File: src/rtl/subtractor_4bits_pipeline_sel.sv
// subtractor_4bits_pipeline_sel
// Purpose: 4-bit unsigned subtractor, {bout, diff} = {1'b0,a} - {1'b0,b}. Valid/ready
// handshakes on both sides. The build-time selection on {HIGH_CLK, HIGH_CHIP} picks either
// a single output register (2'b01) or a two-stage split at bit 1 (all other values).
// Ports:
//   clk_i         rising-edge clock
//   rst_ni        asynchronous active-low reset
//   a_i, b_i      minuend / subtrahend
//   in_valid_i    a_i/b_i valid
//   in_ready_o    block can accept this cycle (combinational, depends on out_ready_i)
//   diff_o        (a - b) mod 16, registered
//   bout_o        borrow out (a < b), registered
//   out_valid_o   diff_o/bout_o valid, registered
//   out_ready_i   downstream accepts the result

`ifndef HIGH_SPEED
`define HIGH_SPEED 150
`endif

module subtractor_4bits_pipeline_sel #(
  parameter logic [8:0] CLK_FRENQUENCY = 9'd100,
  parameter logic       HIGH_CHIP      = 1'b0
) (
  input  logic       clk_i,
  input  logic       rst_ni,
  input  logic [3:0] a_i,
  input  logic [3:0] b_i,
  input  logic       in_valid_i,
  output logic       in_ready_o,
  output logic [3:0] diff_o,
  output logic       bout_o,
  output logic       out_valid_o,
  input  logic       out_ready_i
);

  localparam int unsigned W  = 4;
  localparam int unsigned HW = W / 2;

  localparam logic       HIGH_CLK = (CLK_FRENQUENCY > 9'(`HIGH_SPEED));
  localparam logic [1:0] MODE_SEL = {HIGH_CLK, HIGH_CHIP};

  generate
    case (MODE_SEL)
      2'b01: begin : g_single
        logic [W-1:0] nb_c;
        logic [W:0]   sum_c;
        logic         in_fire_c;
        logic         out_fire_c;

        logic [W-1:0] diff_q, diff_d;
        logic         bout_q, bout_d;
        logic         valid_q, valid_d;

        // a - b as a + ~b + 1; the carry out is the inverted borrow
        assign nb_c  = ~b_i;
        assign sum_c = (W+1)'(a_i) + (W+1)'(nb_c) + (W+1)'(1);

        assign in_ready_o = !valid_q || out_ready_i;
        assign in_fire_c  = in_valid_i && in_ready_o;
        assign out_fire_c = valid_q && out_ready_i;

        // Next-state: load on input transfer, otherwise hold; valid drops on a bare drain
        always_comb begin
          diff_d  = diff_q;
          bout_d  = bout_q;
          valid_d = valid_q;
          if (in_fire_c) begin
            diff_d  = sum_c[W-1:0];
            bout_d  = ~sum_c[W];
            valid_d = 1'b1;
          end else if (out_fire_c) begin
            valid_d = 1'b0;
          end
        end

        // Output register
        always_ff @(posedge clk_i or negedge rst_ni) begin
          if (!rst_ni) begin
            diff_q  <= '0;
            bout_q  <= 1'b0;
            valid_q <= 1'b0;
          end else begin
            diff_q  <= diff_d;
            bout_q  <= bout_d;
            valid_q <= valid_d;
          end
        end

        assign diff_o      = diff_q;
        assign bout_o      = bout_q;
        assign out_valid_o = valid_q;
      end

      default: begin : g_pipe
        logic [HW-1:0] nb_lo_c;
        logic [HW:0]   lo_sum_c;
        logic [HW-1:0] nb_hi_c;
        logic          cin_hi_c;
        logic [HW:0]   hi_sum_c;
        logic          s2_load_c;
        logic          in_fire_c;
        logic          out_fire_c;

        logic          s1_valid_q, s1_valid_d;
        logic [HW-1:0] s1_dlo_q, s1_dlo_d;
        logic          s1_borrow_q, s1_borrow_d;
        logic [HW-1:0] s1_ahi_q, s1_ahi_d;
        logic [HW-1:0] s1_bhi_q, s1_bhi_d;

        logic          s2_valid_q, s2_valid_d;
        logic [W-1:0]  s2_diff_q, s2_diff_d;
        logic          s2_bout_q, s2_bout_d;

        // Stage 1: low half of a + ~b + 1, borrow out of bit 1
        assign nb_lo_c  = ~b_i[HW-1:0];
        assign lo_sum_c = (HW+1)'(a_i[HW-1:0]) + (HW+1)'(nb_lo_c) + (HW+1)'(1);

        // Stage 2: high half minus the stage-1 borrow (carry-in = ~borrow)
        assign nb_hi_c  = ~s1_bhi_q;
        assign cin_hi_c = ~s1_borrow_q;
        assign hi_sum_c = (HW+1)'(s1_ahi_q) + (HW+1)'(nb_hi_c) + (HW+1)'(cin_hi_c);

        assign s2_load_c  = s1_valid_q && (!s2_valid_q || out_ready_i);
        assign in_ready_o = !s1_valid_q || s2_load_c;
        assign in_fire_c  = in_valid_i && in_ready_o;
        assign out_fire_c = s2_valid_q && out_ready_i;

        // Next-state for both stages; each holds while it cannot advance
        always_comb begin
          s1_valid_d  = s1_valid_q;
          s1_dlo_d    = s1_dlo_q;
          s1_borrow_d = s1_borrow_q;
          s1_ahi_d    = s1_ahi_q;
          s1_bhi_d    = s1_bhi_q;
          s2_valid_d  = s2_valid_q;
          s2_diff_d   = s2_diff_q;
          s2_bout_d   = s2_bout_q;

          if (in_fire_c) begin
            s1_valid_d  = 1'b1;
            s1_dlo_d    = lo_sum_c[HW-1:0];
            s1_borrow_d = ~lo_sum_c[HW];
            s1_ahi_d    = a_i[W-1:HW];
            s1_bhi_d    = b_i[W-1:HW];
          end else if (s2_load_c) begin
            s1_valid_d  = 1'b0;
          end

          if (s2_load_c) begin
            s2_valid_d = 1'b1;
            s2_diff_d  = {hi_sum_c[HW-1:0], s1_dlo_q};
            s2_bout_d  = ~hi_sum_c[HW];
          end else if (out_fire_c) begin
            s2_valid_d = 1'b0;
          end
        end

        // Stage registers
        always_ff @(posedge clk_i or negedge rst_ni) begin
          if (!rst_ni) begin
            s1_valid_q  <= 1'b0;
            s1_dlo_q    <= '0;
            s1_borrow_q <= 1'b0;
            s1_ahi_q    <= '0;
            s1_bhi_q    <= '0;
            s2_valid_q  <= 1'b0;
            s2_diff_q   <= '0;
            s2_bout_q   <= 1'b0;
          end else begin
            s1_valid_q  <= s1_valid_d;
            s1_dlo_q    <= s1_dlo_d;
            s1_borrow_q <= s1_borrow_d;
            s1_ahi_q    <= s1_ahi_d;
            s1_bhi_q    <= s1_bhi_d;
            s2_valid_q  <= s2_valid_d;
            s2_diff_q   <= s2_diff_d;
            s2_bout_q   <= s2_bout_d;
          end
        end

        assign diff_o      = s2_diff_q;
        assign bout_o      = s2_bout_q;
        assign out_valid_o = s2_valid_q;
      end
    endcase
  endgenerate

endmodule
File: config.mk
export PLATFORM = sky130hd
export DESIGN_NAME = subtractor_4bits_pipeline_sel
export DESIGN_NICKNAME = d
export VERILOG_FILES = /design/src/rtl/subtractor_4bits_pipeline_sel.sv
export SDC_FILE = /design/constraint.sdc
export NUM_CORES = 1
export LEC_CHECK = 0
export ABC_AREA = 1
export CAP_MARGIN = 10
export CORE_MARGIN = 2
export CORE_UTILIZATION = 47
export DETAILED_ROUTE_END_ITERATION = 10
export GPL_ROUTABILITY_DRIVEN = 0
export GPL_TIMING_DRIVEN = 0
export PLACE_DENSITY_LB_ADDON = 0.2
export SYNTH_ARGS = -nofsm -noshare
export SYNTH_HDL_FRONTEND = slang
export SYNTH_SLANG_ARGS = --single-unit
File: constraint.sdc
create_clock -name clk_i -period 2.5 [get_ports clk_i]
set_input_delay 0.25 -clock clk_i [delete_from_list [all_inputs] [get_ports clk_i]]
set_output_delay 0.25 -clock clk_i [all_outputs]
set_load 0.02 [all_outputs]
==> flow_summary_export.csv, run 1 <==
group,metric,value,unit
critical_path,required,2.25,ns
yosys,avgSynthCellArea,9.69,µm²
critical_path,cp-end-kind,"output pin",
cells_and_area,drive_gt1_share,6.90,%
route,wl_per_cell,10.3,µm
die,die_h,40.9,µm
route,ant_nets,0,
die,coreArea,1280,µm²
yosys,synth_area_leaders,"dfrtp_1 (55%), nand2_1 (15%), fa_1 (9.4%)",
timing,finClkSkew,0.00307,ns
die,io_pins,19,
cts,h-tree-depth,1,
cts,cts_sinks,14,
yosys,yosysMostFrequentCell,"nand2_1",
timing,fin_crit_sh,71.4,%
cts,cts_buffers,3,
yosys,synthFlopType,"dfrtp_1",
cells_and_area,multi_input_area,259,µm²
timing,rsz0062_at_grt,"no",
timing,finalMaxSlewViolations,0,
cells_and_area,fin_nets,104,
cells_and_area,stdcell_area,865,µm²
critical_path,cp.arrival,1.54,ns
cts,cts_tree,"built",
route,vias,490,
placement,dp_hpwl,817,µm
placement,port_buffers,17,
cts,ctsHoldBuffers,0,
outcome,status,"completed",
yosys,yosysTopAreaCell,"dfrtp_1",
yosys,yosysSeqAreaShare,54.8,%
global_route,track_usage,17.2,%
pwr,powerDensity,821,nW/µm²
timing,finalSetupTns,0,ns
die,initial_core_util,49.8,%
die,die-width,40.9,µm
yosys,syn_nets,82,
timing,setup_slack,0.714,ns
global_route,grt_antenna_before_repair,0,
yosys,synth_area,639,µm²
route,wl,1050,µm
yosys,ys_seq_elements,14,
pwr,p_leak,0.439,nW
cells_and_area,syn_to_final_growth,35.2,%
yosys,synth_top_area_share,54.8,%
route,drc,0,
timing,finalSetupViolCount,0,
cts,cts_root_buf,"clkbuf_4",
cts,postCtsSetupBuffers,0,
cells_and_area,nFillCells,121,
global_route,grt_max_degree,15,
timing,hold_ws,0.356,ns
global_route,grt.overflow.total,0,
placement,place_area,828,µm²
cts,clock_path_buffers,2,
cells_and_area,insertedDiodeCount,0,
yosys,synth-edff-count,0,
yosys,yosysWarnings,0,
pwr,peakVddDrop,0.000410,V
critical_path,startpoint_type,"input port",
timing,fmax,560,MHz
timing,hold_viol,0,
global_route,grt_pass1_vias,436,
yosys,syn_inst,66,
route,viasPerCell,4.80,
cells_and_area,fin_util,67.3,%
route,drt_iter0_markers,8,
global_route,grt_first_pass_wirelength,1810,µm
min_path,hp-class,"input port to async pin",
placement,place_ws,0.713,ns
job,cap_violations,0,
cts,clk_pin_slew,0.08,ns
critical_path,critPathKind,"input port to output pin",
yosys,ys_top_cells_by_count,"nand2_1 (26), dfrtp_1 (14), nand3_1 (10), inv_1 (7), fa_1 (3)",
die,rows,13,
cts,clock_latency,0.27,ns
yosys,ys_types,10,
timing,tightest_slew,0.619,ns
cts,cts_resized,0,
critical_path,cp_max_fo,10,
yosys,async_flop_share,100,%
die,die_area,1670,µm²
route,first_pass_iters,4,
timing,period_needed,1.79,ns
timing,max_slew_margin,58.6,%
cells_and_area,regArea,350,µm²
-- metrics by stage --
stage / cells / total power [mW]
floorplan: 66 / 0.443
global placement: 98 / 0.550
detailed placement: 98 / 0.560
CTS: 102 / 0.720
global route: 102 / 0.769
finish: 102 / 0.710
-- worst paths after layout --
path | startpoint | to | slack, ns | cells past startpoint
max | out_ready_i | in_ready_o | 0.71 | 4
min in group clk_i | in_valid_i | g_pipe.s1_bhi_q[1] | 0.38 | 3
min | rst_ni | g_pipe.s1_valid_q | 0.36 | 1
max in group asynchronous | rst_ni | g_pipe.s1_dlo_q[0] | 1.75 | 1
max reg2reg | g_pipe.s1_borrow_q | diff_o[3] | 0.96 | 3
min reg2reg | diff_o[1] | diff_o[1] | 0.47 | 2
-- cells in the final DEF, fill, tap and decap left out --
cell type,synthesis,final
nand3_4,1,1
nand2_4,1,1
clkbuf_4,0,3
o21ai_0,2,2
clkdlybuf4s50_1,0,17
dfrtp_1,14,14
fa_1,3,3
ha_1,1,1
clkbuf_8,0,1
clkbuf_1,1,1
nand2_1,26,26
nand3_1,10,10
inv_1,7,7
-- layout make-up --
cell class                      count  area share, %
Multi-Input combinational cell     44           30.0
Clock buffer                        4           4.20
Timing Repair Buffer               17           19.7
Buffer                              1          0.434
Sequential cell                    14           40.5
Inverter                            7           3.04
Tap cell                           15           2.17
-- report_power, final --
part	switching, mW	internal, mW
Sequential	0.0347	0.281
Combinational	0.121	0.114
Clock	0.0704	0.0885
-- critical path: stages --
cell and delay, ns:
clkdlybuf4s50_1 0.46, inv_1 0.07, nand3_4 0.13, clkdlybuf4s50_1 0.63
-- cell families after synthesis --
family                     share of synthesized area (%)
and+or+nand+nor                                     27.6
DFF                                                 54.8
buffers and inverters                               4.70
adders and majority gates                           11.4
AOI/OAI and AO/OA                                   1.57
-- state kept, by name (all words and copies together) (netlist names) --
register and cells:
g_pipe.s1_valid_q 1, out_valid_o 1, g_pipe.s1_borrow_q 1, g_pipe.s1_ahi_q 2
diff_o 4, bout_o 1, g_pipe.s1_dlo_q 2, g_pipe.s1_bhi_q 2
-- layer usage --
layer  wire, µm  global-route usage (%)  vias up
met5          0                       0        -
met1        477                    21.0      221
met3         60                    4.89        4
met4         25                    10.0        0
li1           -                       -      245
met2        487                    26.6       20
Note: power is estimated with default switching activity, not from simulation.
==> run 2, diff against run 1 <==
--- a/config.mk
+++ b/config.mk
@@ -8,7 +8,7 @@
 export ABC_AREA = 1
 export CAP_MARGIN = 10
 export CORE_MARGIN = 2
-export CORE_UTILIZATION = 47
+export CORE_UTILIZATION = 40
 export DETAILED_ROUTE_END_ITERATION = 10
 export GPL_ROUTABILITY_DRIVEN = 0
 export GPL_TIMING_DRIVEN = 0
==> constraint.sdc (replaced) <==
create_clock -name clk_i -period 1.61 [get_ports clk_i]
set_input_delay 0.161 -clock clk_i [delete_from_list [all_inputs] [get_ports clk_i]]
set_output_delay 0.161 -clock clk_i [all_outputs]
set_load 0.02 [all_outputs]
==> run 2 against run 1 <==
Compared with the run above:
- final cell count grew 0.98%
- via count is 1.4% higher
- highest routed layer unchanged
- critical path type is now flop to flop
- hold slack worse by 0.084 ns
- total power is 55% higher
==> flow_summary_export.csv, run 2 (synthesis gave the netlist of run 1 again) <==
group,metric,value,unit
timing,fmax,660,MHz
cts,postCtsSetupBuffers,0,
cells_and_area,regArea,350,µm²
critical_path,cp.arrival,1.67,ns
cells_and_area,syn_to_final_growth,35.2,%
cells_and_area,fin_nets,104,
pwr,p_leak,0.438,nW
placement,port_buffers,17,
route,drc,0,
global_route,grt.overflow.total,0,
critical_path,critPathLaunch,"g_pipe.s1_borrow_q",
die,die-width,44.0,µm
cts,cts_resized,1,
route,vias,497,
route,ant_nets,0,
cts,clk_pin_slew,0.08,ns
pwr,powerDensity,1270,nW/µm²
die,initial_core_util,42.4,%
critical_path,cp_max_fo,2,
die,coreArea,1510,µm²
cts,ctsHoldBuffers,0,
cells_and_area,instances_no_fill,103,
cts,h-tree-depth,1,
die,die_h,44.0,µm
timing,finClkSkew,0.000604,ns
timing,fin_crit_sh,94.2,%
timing,hold_viol,0,
critical_path,path_cells,"fa_1 > fa_1 > o21ai_0",
global_route,grt_first_pass_wirelength,2000,µm
global_route,grt_max_degree,15,
timing,finalSetupViolCount,0,
cells_and_area,fin_util,57.4,%
placement,dp_hpwl,840,µm
cells_and_area,nFillCells,141,
critical_path,rr_startpoint,"g_pipe.s1_borrow_q",
pwr,finalPower,1.10,mW
critical_path,cp_slowest_stage_delay,0.48,ns
global_route,grt_pass1_vias,477,
cells_and_area,largest_reg_flops,4,
timing,hold_ws,0.272,ns
critical_path,path_buf_inv,0,
cells_and_area,insertedDiodeCount,0,
cells_and_area,layout_common_cells,"nand2_1 (26), clkdlybuf4s50_1 (16), dfrtp_1 (14), nand3_1 (10), inv_1 (7)",
outcome,status,"completed",
route,drt_iter0_markers,7,
die,die_area,1930,µm²
global_route,grt_antenna_before_repair,0,
placement,place_area,830,µm²
min_path,hp-class,"input port to async pin",
critical_path,startpoint_type,"flop",
critical_path,required,1.77,ns
route,viasPerCell,4.83,
critical_path,cp-end-kind,"flop",
die,io_pins,19,
timing,max_slew_margin,58.1,%
cts,cts_buffers,3,
cells_and_area,drive_gt1_share,6.90,%
critical_path,crit_slowest_cell,"fa_1",
timing,tightest_slew,0.626,ns
cts,cts_tree,"built",
timing,finalMaxSlewViolations,0,
critical_path,critPathTopFamily,"adder cells",
critical_path,critPathKind,"flop to flop",
die,rows,14,
cells_and_area,multi_input_area,259,µm²
route,wl_per_cell,11.0,µm
cells_and_area,stdcell_area,865,µm²
critical_path,crit_path_frequent_cell,"fa_1",
global_route,track_usage,14.8,%
route,wl,1130,µm
placement,placedCellCount,99,
cells_and_area,layout.cells.most_common,"nand2_1",
cts,clock_path_buffers,2,
cts,cts_sinks,14,
timing,period_needed,1.52,ns
route,first_pass_iters,4,
job,cap_violations,0,
pwr,peakVddDrop,0.000486,V
cts,clock_latency,0.27,ns
cts,cts_root_buf,"clkbuf_4",
timing,rsz0062_at_grt,"no",
-- run 2: cell count changes in the layout (fill, tap and decap cells not counted), sizes merged --
cell	delta
clkdlybuf4s50	-1
dlygate4sd2	+1
-- run 2: power breakdown --
| group | internal (mW) | switching (mW) |
|---|---|---|
| Sequential | 0.437 | 0.0550 |
| Clock | 0.137 | 0.108 |
| Combinational | 0.173 | 0.187 |
| Total | 0.747 | 0.350 |
-- run 2: path summary, 6_finish.rpt --
path                       slack [ns]            endpoint  cells past startpoint
min                              0.27           diff_o[0]                      1
min reg2reg                      0.48  g_pipe.s1_dlo_q[1]                      2
min in group clk_i               0.30  g_pipe.s1_dlo_q[0]                      3
max                              0.09           diff_o[3]                      3
max in group asynchronous        0.94              bout_o                      1
max reg2reg                      0.09           diff_o[3]                      3
-- run 2: per-stage QoR --
step           setup slack [ns]  setup TNS, ns
2_1_floorplan             0.137              0
3_3_place_gp             0.0136              0
3_5_place_dp            -0.0125        -0.0125
4_1_cts                  0.0937              0
5_1_grt                  0.0283              0
6_report                 0.0938              0
-- run 2: final cells by class --
cell class | count | area share [%]
sequential | 14 | 40.5
multi-input combinational | 44 | 30.0
timing repair buffer | 17 | 19.5
buffer | 1 | 0.434
clock buffer | 4 | 4.20
tap | 16 | 2.32
inverter | 7 | 3.04
-- run 2: routing by layer --
layer	up-vias	part of all wire [%]	GRT usage, %	wire length [µm]
li1	248	-	-	-
met1	227	41	15.9	463
met2	20	51	25.3	577
met3	2	5.7	1.67	64
met4	0	2.4	12.7	27
met5	-	0	0	0
==> run 3, diff against run 2 <==
--- a/config.mk
+++ b/config.mk
@@ -12,7 +12,8 @@
 export DETAILED_ROUTE_END_ITERATION = 10
 export GPL_ROUTABILITY_DRIVEN = 0
 export GPL_TIMING_DRIVEN = 0
-export PLACE_DENSITY_LB_ADDON = 0.2
+export HOLD_SLACK_MARGIN = 0.03
+export PLACE_DENSITY_LB_ADDON = 0.12
 export SYNTH_ARGS = -nofsm -noshare
 export SYNTH_HDL_FRONTEND = slang
 export SYNTH_SLANG_ARGS = --single-unit
==> run 3 against run 2 <==
Compared with the run above:
- final cell count shrank 0.97%
- global-route usage shrank 0.15 points
- sequential power is essentially flat
- utilization shrank 0.91 points
- first-iteration DRC count shrank 14%
- hold slack gained 0.0086 ns
- largest cell class unchanged
- highest routed layer unchanged
==> flow_summary_export.csv, run 3 (synthesis gave the netlist of run 1 again) <==
group,metric,value,unit
pwr,peakVddDrop,0.000443,V
cells_and_area,drive_gt1_share,5.81,%
die,die_area,1930,µm²
timing,hold_viol,0,
critical_path,endpoint,"diff_o[3]",
cells_and_area,stdcell_area,851,µm²
global_route,grt_pass1_vias,491,
critical_path,cp.arrival,1.66,ns
critical_path,crit_path_frequent_cell,"fa_1",
cells_and_area,syn_to_final_growth,33.1,%
cts,cts_buffers,3,
cts,h-tree-depth,1,
pwr,pwr-share-comb,34.8,%
timing,period_needed,1.52,ns
die,io_pins,19,
critical_path,required,1.75,ns
cts,postCtsSetupBuffers,0,
global_route,grt.overflow.total,0,
pwr,finalPower,1.03,mW
die,die_h,44.0,µm
critical_path,rr_startpoint,"g_pipe.s1_borrow_q",
placement,dp_hpwl,830,µm
timing,finClkSkew,0.00296,ns
global_route,grt_antenna_before_repair,0,
route,wl_per_cell,10.7,µm
timing,max_slew_margin,58.2,%
pwr,power.switching,0.338,mW
critical_path,cp_slowest_stage_delay,0.48,ns
cts,ctsHoldBuffers,0,
min_path,hp-class,"input port to async pin",
route,drt_iter0_markers,6,
global_route,grt_max_degree,15,
outcome,status,"completed",
critical_path,cp-end-kind,"flop",
timing,fin_crit_sh,94.5,%
timing,tightest_slew,0.625,ns
cells_and_area,insertedDiodeCount,0,
critical_path,critPathLaunch,"g_pipe.s1_borrow_q",
cts,cts_root_buf,"clkbuf_4",
critical_path,critPathKind,"flop to flop",
cts,clock_path_buffers,2,
pwr,p_leak,0.430,nW
critical_path,r2r_end,"diff_o[3]",
critical_path,startpoint_type,"flop",
cts,cts_resized,1,
timing,finalMaxSlewViolations,0,
route,drc,0,
critical_path,cp_max_fo,2,
placement,port_buffers,17,
route,vias,487,
route,ant_nets,0,
cts,clock_latency,0.26,ns
placement,place_area,830,µm²
timing,finalSetupTns,0,ns
pwr,p_int,0.696,mW
critical_path,ff2ff_path_depth,3,
global_route,track_usage,14.6,%
critical_path,crit_slowest_cell,"fa_1",
route,first_pass_iters,3,
die,die-width,44.0,µm
die,rows,14,
cts,clk_pin_slew,0.07,ns
timing,finalSetupViolCount,0,
critical_path,path_cells,"fa_1 > fa_1 > o21ai_0",
pwr,p_clk_share,17.6,%
cts,cts_tree,"built",
route,wl,1090,µm
die,initial_core_util,42.4,%
cells_and_area,layout_common_cells,"nand2_1 (26), clkdlybuf4s50_1 (16), dfrtp_1 (14), nand3_1 (10), inv_1 (7)",
pwr,powerDensity,1220,nW/µm²
timing,rsz0062_at_grt,"no",
route,viasPerCell,4.77,
cells_and_area,nFillCells,149,
global_route,grt_first_pass_wirelength,2040,µm
pwr,power_switching_share,32.7,%
cells_and_area,layout.cells.most_common,"nand2_1",
timing,fmax,657,MHz
die,coreArea,1510,µm²
cells_and_area,fin_nets,104,
cts,cts_sinks,14,
critical_path,r2r_slack,0.09,ns
job,cap_violations,0,
pwr,seq_power_share,47.6,%
cells_and_area,largest_reg_flops,4,
-- run 3: routing by layer --
metal / vias up / GRT usage [%] / wire (µm)
li1: 246 / - / -
met1: 220 / 18.4 / 494
met2: 17 / 23.2 / 503
met3: 4 / 2.50 / 67
met4: 0 / 9.09 / 25
met5: - / 0 / 0
-- run 3: final cells by class --
cell class                      count  area, µm²  area share (%)
Buffer                              1       3.75           0.441
Clock buffer                        3       22.5            2.65
Inverter                            7       26.3            3.09
Multi-Input combinational cell     44        259            30.4
Sequential cell                    14        350            41.2
Tap cell                           16       20.0            2.35
Timing Repair Buffer               17        169            19.9
-- run 3: worst max-delay path: cells and delay by family, from the launching register on --
family / cells / cell delay, ns
compound gates: 1 / 0.09
fa+ha+maj: 2 / 0.91
flops: 1 / 0.40
-- run 3: power groups by stage --
stage | Clock [mW] | Combinational (mW) | Sequential [mW]
after floorplan | 0 | 0.126 | 0.563
after global placement | 0 | 0.361 | 0.496
after detailed placement | 0 | 0.368 | 0.502
after CTS | 0.195 | 0.367 | 0.495
after global routing | 0.202 | 0.407 | 0.507
final | 0.182 | 0.360 | 0.492
-- run 3: stage by stage --
step / hold WS (ns) / setup slack [ns] / util (%) / instances
after floorplan: -0.135 / 0.137 / - / 66
after global placement: 0.454 / 0.00887 / 55.1 / 99
after detailed placement: 0.464 / 0.00176 / 55.1 / 99
after CTS: 0.304 / 0.0617 / 56.5 / 102
after global routing: 0.340 / 0.0203 / 56.5 / 102
final: 0.281 / 0.0884 / 56.5 / 102
-- run 3: how the worst min path moves through the flow --
stage                         start   endpoint  cells past startpoint
after floorplan              rst_ni     bout_o                      0
after global placement       bout_o     bout_o                      2
after detailed placement  diff_o[0]  diff_o[0]                      2
after CTS                    rst_ni  diff_o[1]                      1
after global routing         rst_ni  diff_o[0]                      1
final                        rst_ni  diff_o[1]                      1
==> variant, RTL diff (config.mk and constraints of run 2) <==
Reset style: synchronous (`rst_ni`), changed in 2 clocked blocks. Comments in the files are not updated.
--- a/src/rtl/subtractor_4bits_pipeline_sel.sv
+++ b/src/rtl/subtractor_4bits_pipeline_sel.sv
@@ -74,7 +74,7 @@
         end
 
         // Output register
-        always_ff @(posedge clk_i or negedge rst_ni) begin
+        always_ff @(posedge clk_i) begin
           if (!rst_ni) begin
             diff_q  <= '0;
             bout_q  <= 1'b0;
@@ -156,7 +156,7 @@
         end
 
         // Stage registers
-        always_ff @(posedge clk_i or negedge rst_ni) begin
+        always_ff @(posedge clk_i) begin
           if (!rst_ni) begin
             s1_valid_q  <= 1'b0;
             s1_dlo_q    <= '0;
Formal check against the unedited RTL: differs if rst_ni is asserted again (counterexample within 4 cycles, from zero or initial values and one cycle with rst_ni low); with rst_ni held inactive, the same outputs for 10 cycles.
==> variant against run 2 <==
  * Design area increased by 6.5%
  * Critical path depth increased by 3
  * Area after synthesis increased by 6.7%
  * Routed wire length increased by 6.4%
  * Cell count increased by 21%
  * Worst setup slack improved by 0.0026 ns
  * Largest cell class is now multi-input combinational cells
  * Sequential cell count unchanged
Power is not compared: it rests on default switching activity, and its combinational part moved more than twofold at a synthesized area within 25%.
==> variant: results (changes against run 2) <==
<table>
<tr><th>Metric</th><th>Value</th></tr>
<tr><th colspan="2">Run status</th></tr>
<tr><td>Run status</td><td>finished clean (unchanged)</td></tr>
<tr><th colspan="2">Yosys</th></tr>
<tr><td>Asr flop ratio synth</td><td>0% (was 100.0%)</td></tr>
<tr><td>Cell types with the largest area share after synthesis</td><td>dfxtp_1 (41%), nor2_1 (9.4%), fa_1 (8.8%) (was dfrtp_1 (55%), nand2_1 (15%), fa_1 (9.4%))</td></tr>
<tr><td>Syn nets</td><td>103 (was 82)</td></tr>
<tr><td>Top post-synthesis cells by count</td><td>nor2_1 (17), dfxtp_1 (14), inv_1 (13), nand2_1 (13), a21oi_1 (9) (was nand2_1 (26), dfrtp_1 (14), nand3_1 (10), inv_1 (7), fa_1 (3))</td></tr>
<tr><td>Sequential cell area fraction in the yosys report</td><td>41.10% (was 54.79%)</td></tr>
<tr><th colspan="2">Global routing</th></tr>
<tr><td>Global-route total usage across every layer</td><td>14.18% (was 14.78%)</td></tr>
<tr><td>Pin count of the biggest net entering global routing</td><td>11 (was 15)</td></tr>
<tr><td>Vias in the first global route</td><td>500 (was 477)</td></tr>
<tr><td>Wire length of the first global-routing pass</td><td>1973 um (was 2001 um)</td></tr>
<tr><th colspan="2">Placement</th></tr>
<tr><td>Placed inst area</td><td>882.1 um2 (was 829.5 um2)</td></tr>
<tr><td>Port Buffers</td><td>18 (was 17)</td></tr>
<tr><td>Worst slack at placement</td><td>-0.1243 ns (was -0.01248 ns)</td></tr>
<tr><td>DP HPWL</td><td>889.2 um (was 840.2 um)</td></tr>
<tr><th colspan="2">Cells and area</th></tr>
<tr><td>Fraction of final layout cells with drive strength greater than 1</td><td>11.01% (was 6.897%)</td></tr>
<tr><td>Nets</td><td>126 (was 104)</td></tr>
<tr><th colspan="2">Routing</th></tr>
<tr><td>Count of vias placed by the detailed router</td><td>580 (was 497)</td></tr>
<tr><td>Initial DRC count</td><td>11 (was 7)</td></tr>
<tr><td>Average wire per cell in the routed design</td><td>9.632 um (was 10.99 um)</td></tr>
<tr><th colspan="2">Worst setup path</th></tr>
<tr><td>Arrival time reported for the critical path endpoint</td><td>1.70 ns (was 1.67 ns)</td></tr>
<tr><td>Critical path startpoint</td><td>g_pipe.s1_ahi_q[0] (was g_pipe.s1_borrow_q)</td></tr>
<tr><td>End of the worst register-to-register path</td><td>diff_o[3] (unchanged)</td></tr>
<tr><td>Worst reg-to-reg path cell count</td><td>6 (was 3)</td></tr>
<tr><th colspan="2">CTS</th></tr>
<tr><td>Largest buffer count on any clock path</td><td>2 (unchanged)</td></tr>
<tr><th colspan="2">Worst hold path</th></tr>
<tr><td>Type of the tightest min-delay check</td><td>flop to flop (was primary input to asynchronous set/reset pin)</td></tr>
<tr><th colspan="2">STA</th></tr>
<tr><td>Skew final</td><td>0.004050 ns (was 0.0006039 ns)</td></tr>
<tr><td>Relative max-transition margin</td><td>84.89% (was 58.11%)</td></tr>
</table>
## variant: cells by family after synthesis
group           Yosys count  share of synthesized area [%]
simple gates             43                          29.73
buf+inv                  16                          10.64
flops                    14                          41.10
fa+ha+maj                 4                          10.64
compound gates           10                          7.890
## variant: repair_timing
item | 4_1_cts | 5_1_grt
resized for setup | 2 | 1
setup endpoints to repair | 1 | 2
pin swaps | 0 | 0
## variant: worst min-delay path by stage
stage / startpoint / to / slack (ns) / cells past startpoint
floorplan: rst_ni / diff_o[2] / 0.29 / 2
finish: diff_o[3] / diff_o[3] / 0.47 / 2
global route: diff_o[3] / diff_o[3] / 0.52 / 2
detailed placement: diff_o[3] / diff_o[3] / 0.46 / 2
global placement: diff_o[2] / diff_o[2] / 0.45 / 2
CTS: diff_o[3] / diff_o[3] / 0.48 / 2
## variant: tightest hold or removal path, stage by stage, from the launching register on
cell and delay [ns]:
dfxtp_1 0.33, nor2_1 0.04, nor2_1 0.07
## variant: per-stage QoR
stage               util (%)  cells
floorplan                  -     87
CTS                    58.91    125
global route           59.07    125
detailed placement     56.58    121
global placement       56.58    121
finish                 59.07    125
## variant: cell type report
type                    instances  area, um2
multi-input cells              57      331.6
well taps                      16      20.02
plain buffers                   3      23.77
flip-flops and latches         14      281.5
fillers                       161      638.1
repair buffers                 18      178.9
clock buffers                   4      36.28
inverters                      13      48.80
## variant: power groups by stage
| stage | combinational, W | sequential, W | clock [W] |
|---|---|---|---|
| floorplan | 0.0000824 | 0.000410 | 0 |
| global placement | 0.000159 | 0.000398 | 0 |
| detailed placement | 0.000162 | 0.000399 | 0 |
| CTS | 0.000163 | 0.000391 | 0.000256 |
| global route | 0.000185 | 0.000395 | 0.000270 |
| finish | 0.000162 | 0.000391 | 0.000250 |
## variant: per-layer routing
metal	global-route usage (%)	share of wire (%)	vias up
li1	-	-	313
met1	14.46	46	245
met2	22.57	45	18
met3	4.000	4.6	4
met4	14.12	3.6	0
met5	0	0	-
